[src/rtl/frame_sched_if.sv]
// Pixel-stream and control bundle of the frame scheduler. The master drives the
// decoded stream and the controls; the slave returns the gated stream and status.
interface frame_sched_if #(
   parameter int SKIP_W = 4,
   parameter int LVL_W  = 12
);
   logic              enable;
   logic [SKIP_W-1:0] skip;
   logic [LVL_W-1:0]  fifo_level;
   logic [LVL_W-1:0]  fifo_hi_th;
   logic              pvalid_in;
   logic              vsync_in;
   logic              pvalid_out;
   logic              vsync_out;
   logic              frame_start;
   logic              frame_drop;
   logic [15:0]       frames_sent;
   logic [15:0]       frames_dropped;
   logic [1:0]        state;

   modport master (
      output enable, skip, fifo_level, fifo_hi_th, pvalid_in, vsync_in,
      input  pvalid_out, vsync_out, frame_start, frame_drop,
             frames_sent, frames_dropped, state
   );
   modport slave (
      input  enable, skip, fifo_level, fifo_hi_th, pvalid_in, vsync_in,
      output pvalid_out, vsync_out, frame_start, frame_drop,
             frames_sent, frames_dropped, state
   );
endinterface

[src/rtl/frame_sched.sv]
// Per-frame scheduler: at each vsync rising edge decides whether the coming
// frame is passed to the encoder, decimated, or dropped for FIFO congestion.
module frame_sched #(
   parameter int SKIP_W = 4,
   parameter int LVL_W  = 12
) (
   input  logic         clk,
   input  logic         rst_n,
   frame_sched_if.slave bus
);
   typedef enum logic [1:0] {IDLE = 2'd0, PASS = 2'd1, SKIP = 2'd2} state_e;

   state_e            state_q, state_d;
   logic [SKIP_W-1:0] cnt_q, cnt_d;
   logic              vs_q;
   logic              vs_edge, pass_now, congested;
   logic              start_d, drop_d;
   logic              pvalid_q, vsync_q, start_q, drop_q;
   logic [15:0]       sent_q, sent_d, dropped_q, dropped_d;
   logic [LVL_W-1:0]  lvl, hi_th;

   assign lvl       = bus.fifo_level;
   assign hi_th     = bus.fifo_hi_th;
   assign vs_edge   = bus.vsync_in & ~vs_q;
   assign congested = (lvl >= hi_th);

   always_comb begin
      state_d = state_q;
      cnt_d   = cnt_q;
      start_d = 1'b0;
      drop_d  = 1'b0;
      if (vs_edge) begin
         if (!bus.enable) begin
            state_d = IDLE;
         end else if (cnt_q == '0) begin
            if (!congested) begin
               state_d = PASS;
               cnt_d   = bus.skip;
               start_d = 1'b1;
            end else begin
               state_d = SKIP;
               drop_d  = 1'b1;
            end
         end else begin
            state_d = SKIP;
            cnt_d   = cnt_q - 1'b1;
         end
      end
      // IDLE always re-arms decimation so the first enabled frame is a candidate
      if (state_d == IDLE) cnt_d = '0;
   end

   // The edge cycle already uses the new decision, so vsync_out is never clipped
   assign pass_now  = vs_edge ? (state_d == PASS) : (state_q == PASS);

   assign sent_d    = (start_d && sent_q != 16'hFFFF)    ? sent_q + 16'd1    : sent_q;
   assign dropped_d = (drop_d  && dropped_q != 16'hFFFF) ? dropped_q + 16'd1 : dropped_q;

   always_ff @(posedge clk or negedge rst_n) begin
      if (!rst_n) begin
         state_q   <= IDLE;
         cnt_q     <= '0;
         vs_q      <= 1'b0;
         pvalid_q  <= 1'b0;
         vsync_q   <= 1'b0;
         start_q   <= 1'b0;
         drop_q    <= 1'b0;
         sent_q    <= '0;
         dropped_q <= '0;
      end else begin
         state_q   <= state_d;
         cnt_q     <= cnt_d;
         vs_q      <= bus.vsync_in;
         pvalid_q  <= bus.pvalid_in & pass_now;
         vsync_q   <= bus.vsync_in & pass_now;
         start_q   <= start_d;
         drop_q    <= drop_d;
         sent_q    <= sent_d;
         dropped_q <= dropped_d;
      end
   end

   assign bus.pvalid_out     = pvalid_q;
   assign bus.vsync_out      = vsync_q;
   assign bus.frame_start    = start_q;
   assign bus.frame_drop     = drop_q;
   assign bus.frames_sent    = sent_q;
   assign bus.frames_dropped = dropped_q;
   assign bus.state          = state_q;
endmodule
[src/flat_wrapper.sv]
// flat-port wrapper written by rule: the top's interface ports become plain ports
module frame_sched_flat 
#(
   parameter int SKIP_W = 4,
   parameter int LVL_W  = 12
)
  (clk, rst_n, bus_enable, bus_skip, bus_fifo_level, bus_fifo_hi_th, bus_pvalid_in, bus_vsync_in, bus_pvalid_out, bus_vsync_out, bus_frame_start, bus_frame_drop, bus_frames_sent, bus_frames_dropped, bus_state);
  frame_sched_if #(.SKIP_W(SKIP_W), .LVL_W(LVL_W)) bus_i ();
  input  logic clk;
  input  logic rst_n;
  input wire logic [$bits(bus_i.enable)-1:0] bus_enable;
  input wire logic [$bits(bus_i.skip)-1:0] bus_skip;
  input wire logic [$bits(bus_i.fifo_level)-1:0] bus_fifo_level;
  input wire logic [$bits(bus_i.fifo_hi_th)-1:0] bus_fifo_hi_th;
  input wire logic [$bits(bus_i.pvalid_in)-1:0] bus_pvalid_in;
  input wire logic [$bits(bus_i.vsync_in)-1:0] bus_vsync_in;
  output wire logic [$bits(bus_i.pvalid_out)-1:0] bus_pvalid_out;
  output wire logic [$bits(bus_i.vsync_out)-1:0] bus_vsync_out;
  output wire logic [$bits(bus_i.frame_start)-1:0] bus_frame_start;
  output wire logic [$bits(bus_i.frame_drop)-1:0] bus_frame_drop;
  output wire logic [$bits(bus_i.frames_sent)-1:0] bus_frames_sent;
  output wire logic [$bits(bus_i.frames_dropped)-1:0] bus_frames_dropped;
  output wire logic [$bits(bus_i.state)-1:0] bus_state;
  assign bus_i.enable = bus_enable;
  assign bus_i.skip = bus_skip;
  assign bus_i.fifo_level = bus_fifo_level;
  assign bus_i.fifo_hi_th = bus_fifo_hi_th;
  assign bus_i.pvalid_in = bus_pvalid_in;
  assign bus_i.vsync_in = bus_vsync_in;
  assign bus_pvalid_out = bus_i.pvalid_out;
  assign bus_vsync_out = bus_i.vsync_out;
  assign bus_frame_start = bus_i.frame_start;
  assign bus_frame_drop = bus_i.frame_drop;
  assign bus_frames_sent = bus_i.frames_sent;
  assign bus_frames_dropped = bus_i.frames_dropped;
  assign bus_state = bus_i.state;
  frame_sched #(.SKIP_W(SKIP_W), .LVL_W(LVL_W)) u_core (.clk(clk), .rst_n(rst_n), .bus(bus_i));
endmodule
[config.mk]
export PLATFORM = sky130hd
export DESIGN_NAME = frame_sched_flat
export DESIGN_NICKNAME = d
export VERILOG_FILES = /design/src/rtl/frame_sched_if.sv /design/src/rtl/frame_sched.sv /design/src/flat_wrapper.sv
export SDC_FILE = /design/constraint.sdc
export NUM_CORES = 1
export LEC_CHECK = 0
export BUFFER_PORTS_ARGS = -buffer_cell sky130_fd_sc_hd__buf_2
export CAP_MARGIN = 20
export CORE_MARGIN = 8
export CORE_UTILIZATION = 46
export DETAILED_ROUTE_END_ITERATION = 8
export PLACE_DENSITY = 0.82
export SLEW_MARGIN = 20
export SYNTH_ARGS = -nofsm -noshare
export SYNTH_HDL_FRONTEND = slang
export SYNTH_SLANG_ARGS = --single-unit
[constraint.sdc]
create_clock -name clk -period 1.7 [get_ports clk]
set_input_delay 0.17 -clock clk [delete_from_list [all_inputs] [get_ports clk]]
set_output_delay 0.17 -clock clk [all_outputs]
set_load 0.1 [all_outputs]
==> results of run 1 <==
power by group through the flow:
stage | sequential, mW | clock (mW) | combinational [mW]
after floorplan | 2.00 | 0 | 0.351
after global placement | 1.28 | 0 | 1.45
after detailed placement | 1.29 | 0 | 1.48
after CTS | 1.27 | 0.945 | 1.54
after global routing | 1.30 | 1.01 | 1.72
final | 1.29 | 0.953 | 1.63
repair_timing:
| item | 4_1_cts | 5_1_grt |
|---|---|---|
| pin swaps | 24 | 36 |
| hold buffers | 1 | 0 |
| setup buffers | 5 | 10 |
| resized for setup | 31 | 41 |
| endpoints found under the setup margin | 33 | 35 |
| endpoints found under the hold margin | 19 | 0 |
flip-flops by register name, summed over array words and instances, names as in the netlist:
signal                     flops
u_core.vs_q                    1
u_core.bus.vsync_out           1
u_core.bus.frame_drop          1
u_core.bus.frames_dropped     16
u_core.bus.frame_start         1
u_core.bus.state               2
u_core.bus.frames_sent        16
u_core.cnt_q                   4
u_core.bus.pvalid_out          1
area by class of cell:
| class | count | area share (%) |
|---|---|---|
| Multi-Input combinational cell | 177 | 41.4 |
| Timing Repair Buffer | 138 | 22.5 |
| Clock inverter | 2 | 1.47 |
| Sequential cell | 43 | 28.6 |
| Clock buffer | 6 | 1.78 |
| Tap cell | 70 | 2.15 |
| Inverter | 22 | 2.03 |
how the worst max path moves through the flow:
stage          cells after the start  slack (ns)                       endpoint
3_5_place_dp                       9       -0.41  u_core.bus.frames_dropped[12]
6_report                           8       -0.20      u_core.bus.frames_sent[7]
3_3_place_gp                       9       -0.34  u_core.bus.frames_dropped[12]
4_1_cts                            8        -0.1      u_core.bus.frames_sent[7]
2_1_floorplan                      5       -0.36      u_core.bus.frames_sent[1]
5_1_grt                            8       -0.28   u_core.bus.frames_dropped[9]
cell usage in the layout (no fill, tap or decap), types with 3 or more instances in the layout:
master / n
sky130_fd_sc_hd__a21oi_1: 8
sky130_fd_sc_hd__buf_2: 70
sky130_fd_sc_hd__buf_4: 55
sky130_fd_sc_hd__buf_6: 11
sky130_fd_sc_hd__clkbuf_8: 5
sky130_fd_sc_hd__dfrtp_1: 11
sky130_fd_sc_hd__dfrtp_2: 12
sky130_fd_sc_hd__dfrtp_4: 20
sky130_fd_sc_hd__ha_1: 8
sky130_fd_sc_hd__ha_4: 7
sky130_fd_sc_hd__inv_1: 19
sky130_fd_sc_hd__inv_2: 3
sky130_fd_sc_hd__mux2_4: 4
sky130_fd_sc_hd__nand2_1: 25
sky130_fd_sc_hd__nand2_2: 4
sky130_fd_sc_hd__nand2b_1: 3
sky130_fd_sc_hd__nand3_1: 8
sky130_fd_sc_hd__nand3_2: 3
sky130_fd_sc_hd__nand4_1: 5
sky130_fd_sc_hd__nand4_4: 3
sky130_fd_sc_hd__nor2_1: 7
sky130_fd_sc_hd__nor2_2: 5
sky130_fd_sc_hd__nor2_4: 12
sky130_fd_sc_hd__nor3_2: 4
sky130_fd_sc_hd__nor3_4: 10
sky130_fd_sc_hd__xor2_1: 24
logic make-up (layout without fill, tap and decap cells):
logic type,count (synthesis),in the layout,synth area share (%)
AO/OA/AOI/OAI,22,22,6.51
XOR/XNOR,29,29,10.7
multiplexers,4,4,1.90
buffers and inverters,24,168,4.29
AND/OR/NAND/NOR,107,107,23.1
adder cells (fa/ha/maj),15,15,7.94
flip-flops,43,43,45.5
routing by layer:
layer	up-vias	GRT usage [%]	wire [um]
li1	1117	-	-
met1	1208	22.1	3120
met3	22	4.69	429
met5	-	0	0
met2	99	36.9	4500
met4	0	6.72	276
worst max-delay path, cell delays in order, from the launching register on:
cell                      delay [ns]
sky130_fd_sc_hd__dfrtp_4        0.43
sky130_fd_sc_hd__ha_4           0.15
sky130_fd_sc_hd__nand2_2        0.05
sky130_fd_sc_hd__or2_4          0.23
sky130_fd_sc_hd__or3_4          0.39
sky130_fd_sc_hd__nand4_1        0.16
sky130_fd_sc_hd__buf_6          0.16
sky130_fd_sc_hd__nor2_4         0.04
sky130_fd_sc_hd__xor2_1         0.16
==> results.py, run 1 <==
metrics = {
    "run_status": {
        "status": "complete, but fails checks",
        "failed_checks": "setup timing",
    },
    "worst_hold_path": {
        "worst_hold_path_type": "input pin to flop",
        "worstHoldPathCells": 1,
        "hp-start": "bus_vsync_in",
        "hold-path-endpoint": "u_core.vs_q",
    },
    "final_layout": {
        "drive_above_1_share_pct": 63.9,
        "stdcell_count": 458,
        "antennaDiodeCount": 0,
        "multi_input_area_mm2": 0.00169,
        "area_delta_synth_final_pct": 72.3,
        "fin_area_mm2": 0.00407,
        "layout.filler_cells": 277,
        "finish.utilization_pct": 80.8,
        "seqCellArea_mm2": 0.00117,
        "finalNetCount": 435,
    },
    "power_and_ir_drop": {
        "power.share.sequential_pct": 33.2,
        "totalPowerFinal_mw": 3.87,
        "power.density_mw_per_mm2": 951,
        "switching_power_mw": 1.60,
        "power.combinational.fraction_pct": 42.2,
        "internal-power_mw": 2.27,
        "p_clk_share_pct": 24.6,
        "fraction_of_power_spent_switching_nets_pct": 41.4,
        "worst_ir_drop_on_vdd_v": 0.00138,
        "p_leak_nw": 2.08,
    },
    "place": {
        "detailed_place_hpwl_mm": 5.00,
        "placement.cell_area_mm2": 0.00351,
        "place_congestion": 0.862,
        "placed_cells_incl_taps": 435,
        "dp_slack_ns": -0.405,
        "portBuffers": 70,
    },
    "logic_synthesis": {
        "yosys.area.top_type": "sky130_fd_sc_hd__dfrtp_1",
        "mappedNetlistArea_mm2": 0.00236,
        "syn_area_per_cell_um2": 9.69,
        "synth-seq-area-share_pct": 45.5,
        "synth-edff-count": 0,
        "synth.ff_latch_count": 43,
        "ys_warn_count": 0,
        "synth-main-ff-cell": "sky130_fd_sc_hd__dfrtp_1",
        "most_instantiated_library_cell_after_synthesis": "sky130_fd_sc_hd__dfrtp_1",
        "synth_cell_types": 39,
        "syn_inst": 244,
        "synth.area.top_cells": "sky130_fd_sc_hd__dfrtp_1 46%, sky130_fd_sc_hd__xor2_1 9.3%, sky130_fd_sc_hd__ha_1 7.9%",
        "mappedNetlistNets": 292,
        "yosys-top-cells-count": "43 x sky130_fd_sc_hd__dfrtp_1, 29 x sky130_fd_sc_hd__nand2_1, 25 x sky130_fd_sc_hd__xor2_1",
        "synth_top_cell_area_share_pct": 45.5,
        "synth_async_sr_flop_share_pct": 100,
    },
    "timing": {
        "worst_slack_ns": -0.196,
        "finalHoldViolations": 0,
        "max_slew.worst_pin.slew_ns": 0.517,
        "slew_violations": 0,
        "skew_ns": 0.00795,
        "fin_setup_tns_ns": -2.96,
        "setup_violations": 26,
        "min_period_ns": 1.90,
        "max_slew_margin_pct": 65.8,
        "setup_repair_after_global_routing_missed_its_margin": "yes",
        "worst_hold_slack_ns": 0.0239,
        "achievable-frequency_mhz": 527,
        "finalCritPeriodShare_pct": 112,
    },
    "floorplanning": {
        "design.core.area_mm2": 0.00504,
        "std_cell_rows": 26,
        "die_x_um": 87.7,
        "boundaryPins": 71,
        "fp.dieH_um": 87.7,
        "initial_utilization_pct": 46.9,
        "design.die.area_mm2": 0.00769,
    },
    "routing": {
        "avgRoutedWirePerCell_um": 18.2,
        "dr_total_vias": 2446,
        "first_pass_iteration_count_of_the_detailed_router": 4,
        "detail_route.drc_violations": 0,
        "detail_route.iter0.violations": 146,
        "via_per_inst": 5.34,
        "antenna_violating_nets_post_route": 0,
        "finalWirelength_mm": 8.33,
    },
    "worst_setup_path": {
        "worst-path-max-fanout": 4,
        "timing.critical_path.required_ns": 1.89,
        "worstReg2RegStart": "u_core.bus.frames_sent[0]",
        "critPathKind": "flop to flop",
        "reg2reg_slack_ns": -0.20,
        "worstReg2RegEnd": "u_core.bus.frames_sent[7]",
        "worst_setup_path_startpoint": "u_core.bus.frames_sent[0]",
        "critPathCaptureType": "flop",
        "r2r.worst_path.cells": 8,
        "worst-endpoint-arrival_ns": 2.08,
        "timing.critical_path.from_type": "flop",
    },
    "clock_tree": {
        "htreeDepth": 2,
        "cts_clock_pin_slew_for_the_worst_setup_and_hold_paths_ns": 0.09,
        "root_buffer": "sky130_fd_sc_hd__clkbuf_8",
        "cts.path.max_buffers": 2,
        "cts_inserted_buffers": 5,
        "clock-sinks": 43,
        "worstSkewPairLatency_ns": 0.30,
        "tritoncts": "done",
    },
    "run": {
        "max_cap_violations": 0,
    },
    "global_route": {
        "grt_pass1_wl_mm": 12.0,
        "groute.usage.overall_pct": 20.1,
        "grt_max_degree": 25,
        "grt_pass1_vias": 2449,
        "number_of_antenna_violations_at_the_first_check_in_global_routing": 0,
        "grt_overflow": 0,
    },
}
Note: power is estimated with default switching activity, not from simulation.
==> inputs of run 2 (changes only) <==
- CORE_MARGIN: 8 -> 1
- HOLD_SLACK_MARGIN: default -> 0.06
- PLACE_DENSITY: 0.82 -> 0.75
==> results.py, run 2 (synthesis results as in run 1) <==
metrics = {
    "timing": {
        "finalCritPeriodShare_pct": 110,
        "max_slew.worst_pin.slew_ns": 0.551,
        "setup_repair_after_global_routing_missed_its_margin": "yes",
        "max_slew_margin_pct": 63.3,
        "slew_violations": 0,
        "worst_slack_ns": -0.178,
        "finalHoldViolations": 0,
        "achievable-frequency_mhz": 533,
        "min_period_ns": 1.88,
        "skew_ns": 0.00959,
        "worst_hold_slack_ns": 0.0829,
        "setup_violations": 31,
    },
    "worst_setup_path": {
        "critPathKind": "flop to flop",
        "worst-path-max-fanout": 4,
        "timing.critical_path.from_type": "flop",
        "timing.critical_path.required_ns": 1.88,
        "worst-endpoint-arrival_ns": 2.06,
        "critPathCaptureType": "flop",
    },
    "floorplanning": {
        "design.core.area_mm2": 0.00485,
        "std_cell_rows": 25,
        "initial_utilization_pct": 48.8,
        "die_x_um": 73.7,
        "boundaryPins": 71,
        "design.die.area_mm2": 0.00543,
        "fp.dieH_um": 73.7,
    },
    "final_layout": {
        "area_delta_synth_final_pct": 70.5,
        "final_cell_mix": "70 x sky130_fd_sc_hd__buf_2, 65 x sky130_fd_sc_hd__buf_4, 27 x sky130_fd_sc_hd__nand2_1",
        "final_common_cell": "sky130_fd_sc_hd__buf_2",
        "antennaDiodeCount": 0,
        "finish.utilization_pct": 83.2,
        "drive_above_1_share_pct": 62.1,
        "finalNetCount": 443,
    },
    "run_status": {
        "status": "complete, but fails checks",
        "failed_checks": "setup timing",
    },
    "place": {
        "portBuffers": 70,
        "place_congestion": 0.820,
        "detailed_place_hpwl_mm": 4.42,
    },
    "power_and_ir_drop": {
        "worst_ir_drop_on_vdd_v": 0.00141,
        "power.combinational.fraction_pct": 44.4,
        "power.density_mw_per_mm2": 917,
        "internal-power_mw": 2.14,
        "fraction_of_power_spent_switching_nets_pct": 42.1,
        "p_clk_share_pct": 21.1,
        "p_leak_nw": 2.06,
        "switching_power_mw": 1.56,
        "power.share.sequential_pct": 34.4,
    },
    "routing": {
        "dr_total_vias": 2359,
        "avgRoutedWirePerCell_um": 14.8,
        "via_per_inst": 5.10,
        "detail_route.drc_violations": 0,
        "detail_route.iter0.violations": 106,
        "first_pass_iteration_count_of_the_detailed_router": 4,
        "antenna_violating_nets_post_route": 0,
        "finalWirelength_mm": 6.83,
    },
    "clock_tree": {
        "htreeDepth": 2,
        "worstSkewPairLatency_ns": 0.30,
        "cts.path.max_buffers": 2,
        "cts_clock_pin_slew_for_the_worst_setup_and_hold_paths_ns": 0.08,
        "tritoncts": "done",
        "root_buffer": "sky130_fd_sc_hd__clkbuf_8",
        "clock-sinks": 43,
        "cts_inserted_buffers": 5,
    },
    "global_route": {
        "grt_overflow": 0,
        "grt_pass1_vias": 2321,
        "grt_max_degree": 25,
        "groute.usage.overall_pct": 25.0,
        "number_of_antenna_violations_at_the_first_check_in_global_routing": 0,
        "grt_pass1_wl_mm": 10.2,
    },
    "run": {
        "max_cap_violations": 0,
    },
    "worst_hold_path": {
        "worst_hold_path_type": "input pin to flop",
    },
}
==> run 2: layout make-up <==
| cell class | count | area, um^2 |
|---|---|---|
| flip-flops and latches | 43 | 1170 |
| well taps | 67 | 83.8 |
| fillers | 284 | 816 |
| clock inverters | 1 | 30.0 |
| clock buffers | 7 | 76.3 |
| multi-input cells | 177 | 1610 |
| inverters | 22 | 82.6 |
| repair buffers | 146 | 982 |
==> run 2: path summary, 6_finish.rpt <==
kind / from / endpoint / slack (ns) / cells after the start
worst max-delay path: u_core.bus.frames_sent[0] / u_core.bus.frames_sent[7] / -0.18 / 8
worst min-delay path: bus_pvalid_in / u_core.bus.pvalid_out / 0.08 / 3
worst max register to register: u_core.bus.frames_sent[0] / u_core.bus.frames_sent[7] / -0.18 / 8
worst min register to register: u_core.bus.frames_dropped[15] / u_core.bus.frames_dropped[15] / 0.48 / 1
max in group asynchronous: rst_n / u_core.bus.frames_sent[0] / 0.66 / 3
min in group asynchronous: rst_n / u_core.bus.vsync_out / 0.39 / 2
==> run 2: critical path, stage by stage (launching register included) <==
cell and delay, ns:
sky130_fd_sc_hd__dfrtp_4 0.43, sky130_fd_sc_hd__ha_4 0.14, sky130_fd_sc_hd__nand2_1 0.05, sky130_fd_sc_hd__or2_4 0.23, sky130_fd_sc_hd__or3_4 0.39, sky130_fd_sc_hd__nand4_1 0.19, sky130_fd_sc_hd__buf_6 0.16, sky130_fd_sc_hd__nor2_2 0.04
sky130_fd_sc_hd__xor2_1 0.15
==> run 2: power by group through the flow <==
stage | Combinational (mW) | Clock (mW) | Sequential [mW]
detailed placement | 1.49 | 0 | 1.29
floorplan | 0.351 | 0 | 2.00
finish | 1.64 | 0.781 | 1.27
global route | 1.73 | 0.832 | 1.29
global placement | 1.46 | 0 | 1.28
CTS | 1.55 | 0.791 | 1.27
==> run 2: repair_timing <==
item,4_1_cts,5_1_grt
buffers inserted,13,9
endpoints found under the hold margin,23,0
pin swaps,16,19
hold buffers,2,0
resized for setup,29,24
setup endpoints to repair,30,36
gates cloned,0,1
==> run 2: metrics by stage <==
step / cell area, um^2 / std cells / setup WS [ns] / total power [mW] / TNS [ns]
6_report: 4030 / 463 / -0.178 / 3.70 / -3.66
4_1_cts: 3840 / 454 / -0.129 / 3.62 / -1.65
2_1_floorplan: 2680 / 244 / -0.360 / 2.35 / -7.09
3_3_place_gp: 3500 / 431 / -0.338 / 2.75 / -9.51
5_1_grt: 4030 / 463 / -0.269 / 3.85 / -5.98
3_5_place_dp: 3500 / 431 / -0.372 / 2.78 / -11.06
==> run 2: metal layers <==
layer | track usage (%) | vias up | wire [um] | part of all wire [%]
li1 | - | 1133 | - | -
met1 | 29.4 | 1137 | 2810 | 41
met2 | 45.3 | 72 | 3610 | 53
met3 | 4.25 | 17 | 264 | 3.9
met4 | 9.40 | 0 | 146 | 2.1
met5 | 0 | - | 0 | 0
==> inputs of run 3 (changes only) <==
- CAP_MARGIN: 20 -> 40
- RECOVER_POWER: default -> 50
==> results.py, run 3 (synthesis results as in run 1) <==
metrics = {
    "run_status": {
        "status": "complete, but fails checks",
        "failed_checks": "setup timing",
    },
    "routing": {
        "detail_route.iter0.violations": 108,
        "avgRoutedWirePerCell_um": 14.8,
        "via_per_inst": 5.08,
        "dr_total_vias": 2354,
        "detail_route.drc_violations": 0,
        "antenna_violating_nets_post_route": 0,
        "first_pass_iteration_count_of_the_detailed_router": 5,
        "finalWirelength_mm": 6.84,
    },
    "place": {
        "placement.cell_area_mm2": 0.00350,
        "portBuffers": 70,
        "detailed_place_hpwl_mm": 4.42,
        "placed_cells_incl_taps": 431,
        "place_congestion": 0.820,
    },
    "clock_tree": {
        "root_buffer": "sky130_fd_sc_hd__clkbuf_8",
        "cts_clock_pin_slew_for_the_worst_setup_and_hold_paths_ns": 0.08,
        "cts.path.max_buffers": 2,
        "clock-sinks": 43,
        "cts_inserted_buffers": 5,
        "htreeDepth": 2,
        "tritoncts": "done",
        "worstSkewPairLatency_ns": 0.30,
    },
    "worst_setup_path": {
        "timing.critical_path.from_type": "flop",
        "timing.critical_path.required_ns": 1.88,
        "worst-endpoint-arrival_ns": 2.06,
        "cpPeakStageDelay_ns": 0.43,
        "reg2reg_slack_ns": -0.18,
        "critical_path.top_delay_family": "simple AND/OR/NAND/NOR gates",
        "critPathKind": "flop to flop",
        "crit_chain": "ha_4 -> nand2_1 -> or2_4 -> or3_4 -> nand4_1 -> buf_6 -> nor2_2 -> xor2_1",
        "cpMaxStageDelayCell": "sky130_fd_sc_hd__dfrtp_4",
        "critPathCaptureType": "flop",
        "timing.critical_path.buf_inv": 1,
        "worst-path-max-fanout": 4,
    },
    "power_and_ir_drop": {
        "totalPowerFinal_mw": 3.70,
        "power.density_mw_per_mm2": 919,
        "p_clk_share_pct": 21.1,
        "fraction_of_power_spent_switching_nets_pct": 42.1,
        "power.combinational.fraction_pct": 44.4,
        "switching_power_mw": 1.56,
        "internal-power_mw": 2.14,
        "worst_ir_drop_on_vdd_v": 0.00141,
        "p_leak_nw": 2.05,
        "power.share.sequential_pct": 34.5,
    },
    "final_layout": {
        "area_delta_synth_final_pct": 70.2,
        "fin_area_mm2": 0.00403,
        "final_common_cell": "sky130_fd_sc_hd__buf_2",
        "finalNetCount": 443,
        "drive_above_1_share_pct": 61.6,
        "stdcell_count": 463,
        "final_cell_mix": "68 x sky130_fd_sc_hd__buf_2, 63 x sky130_fd_sc_hd__buf_4, 27 x sky130_fd_sc_hd__nand2_1",
        "antennaDiodeCount": 0,
        "finish.utilization_pct": 83.0,
    },
    "timing": {
        "worst_hold_slack_ns": 0.0854,
        "max_slew.worst_pin.slew_ns": 0.606,
        "worst_slack_ns": -0.178,
        "finalHoldViolations": 0,
        "max_slew_margin_pct": 59.6,
        "setup_violations": 31,
        "achievable-frequency_mhz": 533,
        "min_period_ns": 1.88,
        "slew_violations": 0,
        "setup_repair_after_global_routing_missed_its_margin": "yes",
        "skew_ns": 0.0103,
        "finalCritPeriodShare_pct": 110,
    },
    "global_route": {
        "grt_max_degree": 25,
        "grt_pass1_wl_mm": 10.2,
        "number_of_antenna_violations_at_the_first_check_in_global_routing": 0,
        "groute.usage.overall_pct": 25.0,
        "grt_overflow": 0,
        "grt_pass1_vias": 2321,
    },
    "floorplanning": {
        "fp.dieH_um": 73.7,
        "std_cell_rows": 25,
        "initial_utilization_pct": 48.8,
        "die_x_um": 73.7,
        "design.core.area_mm2": 0.00485,
        "design.die.area_mm2": 0.00543,
        "boundaryPins": 71,
    },
    "worst_hold_path": {
        "worst_hold_path_type": "input pin to flop",
    },
    "run": {
        "max_cap_violations": 0,
    },
}
run 3: final cells by class:
type	count	area [um^2]
repair buffers	146	975
inverters	22	82.6
well taps	67	83.8
fillers	286	823
clock inverters	1	30.0
clock buffers	7	76.3
multi-input cells	177	1610
flip-flops and latches	43	1170
run 3: stage by stage:
| stage | setup TNS, ns | setup WS [ns] |
|---|---|---|
| after detailed placement | -11.06 | -0.372 |
| after global routing | -5.98 | -0.269 |
| final | -3.65 | -0.178 |
| after global placement | -9.51 | -0.338 |
| after CTS | -1.65 | -0.129 |
| after floorplan | -7.09 | -0.360 |
run 3: metal layers:
layer	part of all wire (%)	wire length [um]	vias up	GRT usage (%)
li1	-	-	1135	-
met1	42	2850	1138	29.4
met2	53	3620	64	45.3
met3	3.3	227	17	4.25
met4	2.1	146	0	9.40
met5	0	0	-	0
run 3: what timing repair did:
action / 4_1_cts / 5_1_grt
setup endpoints to repair: 30 / 36
gates cloned: 0 / 1
pin swaps: 16 / 19
gates resized for setup: 29 / 24
hold endpoints to repair: 23 / 0
hold buffers: 2 / 0
buffers inserted: 13 / 9
run 3: final timing paths:
path / start / end / cells after the start
hold / removal: bus_pvalid_in / u_core.bus.pvalid_out / 3
max in group asynchronous: rst_n / u_core.bus.frames_sent[0] / 3
min in group asynchronous: rst_n / u_core.bus.vsync_out / 2
setup / recovery: u_core.bus.frames_sent[0] / u_core.bus.frames_sent[7] / 8
hold reg to reg: u_core.bus.frames_dropped[15] / u_core.bus.frames_dropped[15] / 1
setup reg to reg: u_core.bus.frames_sent[0] / u_core.bus.frames_sent[7] / 8
run 3: power groups by stage:
stage | combinational (mW) | sequential, mW | clock [mW]
after floorplan | 0.351 | 2.00 | 0
after global placement | 1.46 | 1.28 | 0
after detailed placement | 1.49 | 1.29 | 0
after CTS | 1.55 | 1.27 | 0.791
after global routing | 1.73 | 1.29 | 0.832
final | 1.64 | 1.27 | 0.782
run 3: tightest hold or removal path, cell delays in order:
cell,delay [ns]
sky130_fd_sc_hd__buf_2,0.10
sky130_fd_sc_hd__nand2_1,0.05
sky130_fd_sc_hd__a21oi_1,0.03
